--- src/rtl/motion_cntrl_gen.sv ---
// motion_cntrl_gen: scans NUM_PAIRS IR emitter/sensor pairs through a shared
// A2D, forms a position-weighted steering error and runs a saturating PI loop
// that produces signed left/right motor commands for the PWM stage.
//
// A2D handshake: start_conv is a one-cycle request issued from CONV_R/CONV_L
// with chnnl already valid; chnnl stays stable until the matching cnv_cmplt,
// a one-cycle pulse that qualifies A2D_res. cnv_cmplt is only honoured in
// WAIT_R/WAIT_L and never in the cycle go is low.
module motion_cntrl_gen #(
    parameter int NUM_PAIRS  = 3,
    parameter int A2D_W      = 12,
    parameter int OUT_W      = 11,
    parameter int ERR_W      = 12,
    parameter int I_W        = 12,
    parameter int WSHIFT     = 1,
    parameter int SETTLE_CYC = 4096,
    parameter int CONV_GAP   = 32,
    parameter int P_COEF     = 2,
    parameter int I_SHIFT    = 4,
    parameter int INT_DEC    = 4,
    parameter int BASE       = 256
) (
    input  logic                            clk,
    input  logic                            rst,
    input  logic                            go,
    input  logic                            cnv_cmplt,
    input  logic [A2D_W-1:0]                A2D_res,
    output logic                            start_conv,
    output logic [$clog2(2*NUM_PAIRS)-1:0]  chnnl,
    output logic [NUM_PAIRS-1:0]            IR_en,
    output logic signed [OUT_W-1:0]         lft,
    output logic signed [OUT_W-1:0]         rht,
    output logic                            upd
);

    localparam int CH_W    = $clog2(2*NUM_PAIRS);
    localparam int P_W     = (NUM_PAIRS > 1) ? $clog2(NUM_PAIRS) : 1;
    localparam int CNT_MAX = (SETTLE_CYC > CONV_GAP) ? SETTLE_CYC : CONV_GAP;
    localparam int CNT_W   = $clog2(CNT_MAX + 1);
    localparam int DEC_W   = (INT_DEC > 1) ? $clog2(INT_DEC) : 1;
    // Room for the signed difference, the largest weight and the pair sum.
    localparam int ACC_W   = A2D_W + 2 + (NUM_PAIRS - 1) * WSHIFT + 2;
    // Wide working width so the PI arithmetic can never wrap before clamping.
    localparam int MW      = ACC_W + ERR_W + I_W + OUT_W + 34;

    localparam logic signed [ERR_W-1:0] ERR_HI = {1'b0, {(ERR_W-1){1'b1}}};
    localparam logic signed [ERR_W-1:0] ERR_LO = {1'b1, {(ERR_W-1){1'b0}}};
    localparam logic signed [I_W-1:0]   I_HI   = {1'b0, {(I_W-1){1'b1}}};
    localparam logic signed [I_W-1:0]   I_LO   = {1'b1, {(I_W-1){1'b0}}};
    localparam logic signed [OUT_W-1:0] O_HI   = {1'b0, {(OUT_W-1){1'b1}}};
    localparam logic signed [OUT_W-1:0] O_LO   = {1'b1, {(OUT_W-1){1'b0}}};

    typedef enum logic [3:0] {
        IDLE, SETTLE, CONV_R, WAIT_R, GAP, CONV_L, WAIT_L, CALC, UPDATE
    } state_t;

    state_t                    state, state_n;
    logic [CNT_W-1:0]          cnt, cnt_n;
    logic [P_W-1:0]            p, p_n;
    logic                      ld_r, acc_add, do_calc, do_upd, abort;

    logic [A2D_W-1:0]          r_lat;
    logic signed [ACC_W-1:0]   acc, diff, acc_sum;
    logic signed [ERR_W-1:0]   err_sat, err_next;
    logic signed [I_W-1:0]     integ, i_sat, i_new;
    logic [DEC_W-1:0]          dec;
    logic                      dec_hit;
    logic signed [MW-1:0]      sum_w;
    logic signed [OUT_W-1:0]   lft_next, rht_next;

    function automatic logic signed [ERR_W-1:0] sat_err(input logic signed [MW-1:0] v);
        if (v > MW'(ERR_HI)) return ERR_HI;
        if (v < MW'(ERR_LO)) return ERR_LO;
        return v[ERR_W-1:0];
    endfunction

    function automatic logic signed [I_W-1:0] sat_i(input logic signed [MW-1:0] v);
        if (v > MW'(I_HI)) return I_HI;
        if (v < MW'(I_LO)) return I_LO;
        return v[I_W-1:0];
    endfunction

    function automatic logic signed [OUT_W-1:0] sat_out(input logic signed [MW-1:0] v);
        if (v > MW'(O_HI)) return O_HI;
        if (v < MW'(O_LO)) return O_LO;
        return v[OUT_W-1:0];
    endfunction

    // State register with scan position and shared settle/gap counter.
    always_ff @(posedge clk) begin
        if (rst) begin
            state <= IDLE;
            cnt   <= '0;
            p     <= '0;
        end else begin
            state <= state_n;
            cnt   <= cnt_n;
            p     <= p_n;
        end
    end

    // Next-state logic; dropping go aborts from any active state first.
    always_comb begin
        state_n = state;
        cnt_n   = cnt;
        p_n     = p;
        ld_r    = 1'b0;
        acc_add = 1'b0;
        do_calc = 1'b0;
        do_upd  = 1'b0;
        abort   = 1'b0;
        if (state != IDLE && !go) begin
            state_n = IDLE;
            cnt_n   = '0;
            p_n     = '0;
            abort   = 1'b1;
        end else begin
            case (state)
                IDLE: if (go) begin
                    state_n = SETTLE;
                    cnt_n   = '0;
                    p_n     = '0;
                end
                SETTLE: if (cnt == CNT_W'(SETTLE_CYC - 1)) begin
                    state_n = CONV_R;
                    cnt_n   = '0;
                end else begin
                    cnt_n = cnt + CNT_W'(1);
                end
                CONV_R: state_n = WAIT_R;
                WAIT_R: if (cnv_cmplt) begin
                    ld_r    = 1'b1;
                    state_n = GAP;
                    cnt_n   = '0;
                end
                GAP: if (cnt == CNT_W'(CONV_GAP - 1)) begin
                    state_n = CONV_L;
                    cnt_n   = '0;
                end else begin
                    cnt_n = cnt + CNT_W'(1);
                end
                CONV_L: state_n = WAIT_L;
                WAIT_L: if (cnv_cmplt) begin
                    acc_add = 1'b1;
                    cnt_n   = '0;
                    if (p == P_W'(NUM_PAIRS - 1)) begin
                        state_n = CALC;
                    end else begin
                        p_n     = p + P_W'(1);
                        state_n = SETTLE;
                    end
                end
                CALC: begin
                    do_calc = 1'b1;
                    state_n = UPDATE;
                end
                UPDATE: begin
                    do_upd  = 1'b1;
                    p_n     = '0;
                    cnt_n   = '0;
                    state_n = SETTLE;
                end
                default: state_n = IDLE;
            endcase
        end
    end

    // Outputs decoded from state: emitter one-hot over the pair's whole window.
    always_comb begin
        start_conv = (state == CONV_R) || (state == CONV_L);
        chnnl      = CH_W'({p, ((state == CONV_L) || (state == WAIT_L))});
        IR_en      = '0;
        if (state inside {SETTLE, CONV_R, WAIT_R, GAP, CONV_L, WAIT_L})
            IR_en = NUM_PAIRS'(1) << p;
    end

    // PI arithmetic: weighted accumulate, error clamp, decimated integrator.
    always_comb begin
        diff     = ACC_W'(r_lat) - ACC_W'(A2D_res);
        acc_sum  = acc + (diff <<< (int'(p) * WSHIFT));
        err_next = sat_err(MW'(acc));
        dec_hit  = (dec == DEC_W'(INT_DEC - 1));
        i_sat    = sat_i(MW'(integ) + (MW'(err_sat) >>> I_SHIFT));
        i_new    = dec_hit ? i_sat : integ;
        sum_w    = MW'(P_COEF) * MW'(err_sat) + MW'(i_new);
        lft_next = sat_out(MW'(BASE) + sum_w);
        rht_next = sat_out(MW'(BASE) - sum_w);
    end

    // Datapath registers and motor command outputs.
    always_ff @(posedge clk) begin
        if (rst) begin
            r_lat   <= '0;
            acc     <= '0;
            err_sat <= '0;
            integ   <= '0;
            dec     <= '0;
            lft     <= '0;
            rht     <= '0;
            upd     <= 1'b0;
        end else begin
            upd <= 1'b0;
            if (abort) begin
                acc   <= '0;
                integ <= '0;
                lft   <= '0;
                rht   <= '0;
            end
            if (ld_r)    r_lat   <= A2D_res;
            if (acc_add) acc     <= acc_sum;
            if (do_calc) err_sat <= err_next;
            if (do_upd) begin
                integ <= i_new;
                dec   <= dec_hit ? '0 : dec + DEC_W'(1);
                lft   <= lft_next;
                rht   <= rht_next;
                upd   <= 1'b1;
                acc   <= '0;
            end
        end
    end

endmodule
--- config.mk ---
export PLATFORM = sky130hd
export DESIGN_NAME = motion_cntrl_gen
export DESIGN_NICKNAME = d
export VERILOG_FILES = /design/src/rtl/motion_cntrl_gen.sv
export SDC_FILE = /design/constraint.sdc
export NUM_CORES = 1
export LEC_CHECK = 0
export ABC_AREA = 1
export BUFFER_PORTS_ARGS = -buffer_cell sky130_fd_sc_hd__buf_2
export CORE_MARGIN = 2
export CORE_UTILIZATION = 59
export DETAILED_ROUTE_END_ITERATION = 6
export GPL_TIMING_DRIVEN = 0
export PLACE_DENSITY_LB_ADDON = 0.15
export SYNTH_ARGS = -nofsm -noshare
export SYNTH_HDL_FRONTEND = slang
export SYNTH_SLANG_ARGS = --single-unit
--- constraint.sdc ---
create_clock -name clk -period 8.1 [get_ports clk]
set_clock_uncertainty 0.05 [all_clocks]
set_input_delay 0.405 -clock clk [delete_from_list [all_inputs] [get_ports clk]]
set_output_delay 0.405 -clock clk [all_outputs]
set_load 0.05 [all_outputs]
==> flow_summary.toml <==
[die]
chipHeight_um = 117.0
die_area_sq_um = 13680
start_util = 0.6014
coreArea_sq_um = 12520
rows = 41
die_x_um = 117.0
io_pins = 46

[route]
firstDrtPassIters = 6
vias = 7508
viasPerCell = 5.390
route.detailed.drc = 0
wl_per_cell_um = 13.07
wl_mm = 18.20
antenna_left = 0
drt_iter0_markers = 502

[pwr]
peakVddDrop_mv = 0.1880
p_per_area_nw_per_um2 = 192.8
leakage_nw = 4.172

[clocking]
cts-buffers-inserted = 9
clock_sinks = 98
cts_resized = 0
post-cts-setup-buffers = 0
htreeDepth = 3
ctsHoldBuffers = 0
cts_buffer_depth = 2
clk_latency_ps = 370
cts_root_buf = "clkbuf_16"
cts_tree = "done"
clk_pin_slew_ps = 80

[sta]
relSlewSlack = 0.5388
rsz0062_at_grt = "false"
layout_min_cycle_time_ps = 5307
fin_crit_sh = 0.6552
hold_viol = 0
max_freq_mhz = 188.4
fin_tns_setup_ps = 0
hold_slack_ps = 247.1
setup_viol = 0
worst_pin_slew_ps = 689.5
maxSlewViolCount = 0

[layout]
drive_gt1_frac = 0.08436
final_nets = 1299
syn_to_final_growth_pct = 9.857
stdcell_count = 1393
n_antenna_cell = 0

[logic_synthesis]
synth_most_common_cell = "nand2_1"
yosys-top-cells-area = "dfxtp_1 26%, nand2_1 14%, ha_1 10%, inv_1 8.2%, a21oi_1 7.3%"
yosys.area.top_type_share = 0.2606
synthTopCellsByCount = "280 x nand2_1, 164 x inv_1, 110 x a21oi_1"
syn_inst = 1161
synth_nets = 1244
synth_top_cell_by_area = "dfxtp_1"
synth_edf_count = 0
async_reset_ff_frac = 0
postSynthAreaPerCell_sq_um = 6.483
ys_types = 51
synth_seq_cells = 98
synth_warnings = 0
synth_area_sq_um = 7527
seq_area_frac_synth = 0.2606
ys.flop_type = "dfxtp_1"

[grt]
grt_max_degree = 19
grt-ovfl-total = 0
grt_pass1_vias = 6692
antenna_found_initial = 0
grt_usage = 0.2731
grt_pass1_wl_mm = 30.03

[job]
maxCapViolations = 0

[critical_path]
slowest_stage = "fa_1"
cp_data_required_time_ps = 8350
cp-end-kind = "register"
critical_path_class = "register to register"
reg2reg_setup_slack_ps = 2790
critPathMaxStageDelay_ps = 400
crit_path_start_kind = "register"
crit_fanout = 9
crit_arrival_ps = 5560
crit_top_cell = "nand2_1"

[place]
io_buffer_count = 44
gp_congestion = 0.9295
placed_cells = 1377
dp.final_hpwl_mm = 14.21

[worst_hold_path]
min_path_type = "input pin to register"

[run_status]
status = "completed"
-- power by group --
part	switching (W)	internal, W
registers	0.0000238	0.000500
logic	0.000436	0.000177
clock network	0.000212	0.000245
-- path summary, 6_finish.rpt --
kind                            from                     to  cells past startpoint
min reg2reg      cnt[4]$_SDFFE_PP0P_    cnt[4]$_SDFFE_PP0P_                      2
max reg2reg  err_sat[4]$_SDFFE_PP0P_    lft[7]$_SDFFE_PP0P_                     37
min                       A2D_res[9]  r_lat[9]$_SDFFE_PP0P_                      3
max          err_sat[4]$_SDFFE_PP0P_    lft[7]$_SDFFE_PP0P_                     37
-- area by class of cell --
| class | count | area [sq um] |
|---|---|---|
| fillers | 1215 | 4248 |
| clock inverters | 7 | 81.33 |
| multi-input cells | 868 | 4825 |
| plain buffers | 25 | 102.6 |
| well taps | 172 | 215.2 |
| flip-flops and latches | 98 | 1962 |
| repair buffers | 44 | 220.2 |
| inverters | 170 | 638.1 |
| clock buffers | 9 | 225.2 |
-- flip-flops by register name, indices dropped and copies added (netlist names) --
register and cells:
acc 18, r_lat 12, cnt 13, rht 11, err_sat 12, dec 2, lft 11, upd 1
state 4, integ 12, p 2
-- per-layer routing --
layer	vias up	share of wire	GRT usage
met2	154	0.47	0.4744
met4	0	0.023	0.1051
met1	3372	0.45	0.3418
met3	31	0.051	0.04119
met5	-	0	0
li1	3951	-	-
-- worst max-delay path: cells and delay by family (launching register included) --
family	cells	cell delay, ps
AOI/OAI and AO/OA	2	230
adders and majority gates	5	1470
buffers and inverters	6	530
DFF	1	390
and+or+nand+nor	24	2570
-- cells in the final DEF (no fill, tap or decap), types with 5 or more instances in the layout --
cell	netlist	final
nand2_1	280	280
inv_1	164	164
a21oi_1	110	110
nand3_1	102	102
dfxtp_1	98	98
o21ai_0	79	79
nor2_1	78	78
ha_1	63	63
buf_2	1	45
clkbuf_1	23	23
xor2_1	22	22
nand4_1	14	14
nor3_1	11	11
or2_2	11	11
xnor2_1	10	10
clkbuf_16	0	9
nor2_2	8	8
nand3b_1	8	8
a32o_1	7	7
nand2_2	6	6
a31oi_1	5	5
nand3_2	5	5
-- cell families after synthesis --
logic type	after synthesis	synth area share
buf+inv	195	0.09840
fa+ha+maj	67	0.1154
compound gates	230	0.1692
flops	98	0.2606
xor+xnor	32	0.03723
mux	1	0.001330
simple gates	538	0.3178
-- metrics by stage --
stage / area [sq um] / power [W] / utilization / setup slack [ps]
2_1_floorplan: 7527 / 0.001000 / - / 3652
3_5_place_dp: 7963 / 0.001143 / 0.6361 / 2906
4_1_cts: 8269 / 0.001595 / 0.6606 / 2862
3_3_place_gp: 7963 / 0.001140 / 0.6361 / 2925
5_1_grt: 8269 / 0.001698 / 0.6606 / 2310
6_report: 8269 / 0.001594 / 0.6606 / 2793
No activity file was read; power rests on OpenSTA's default activity.
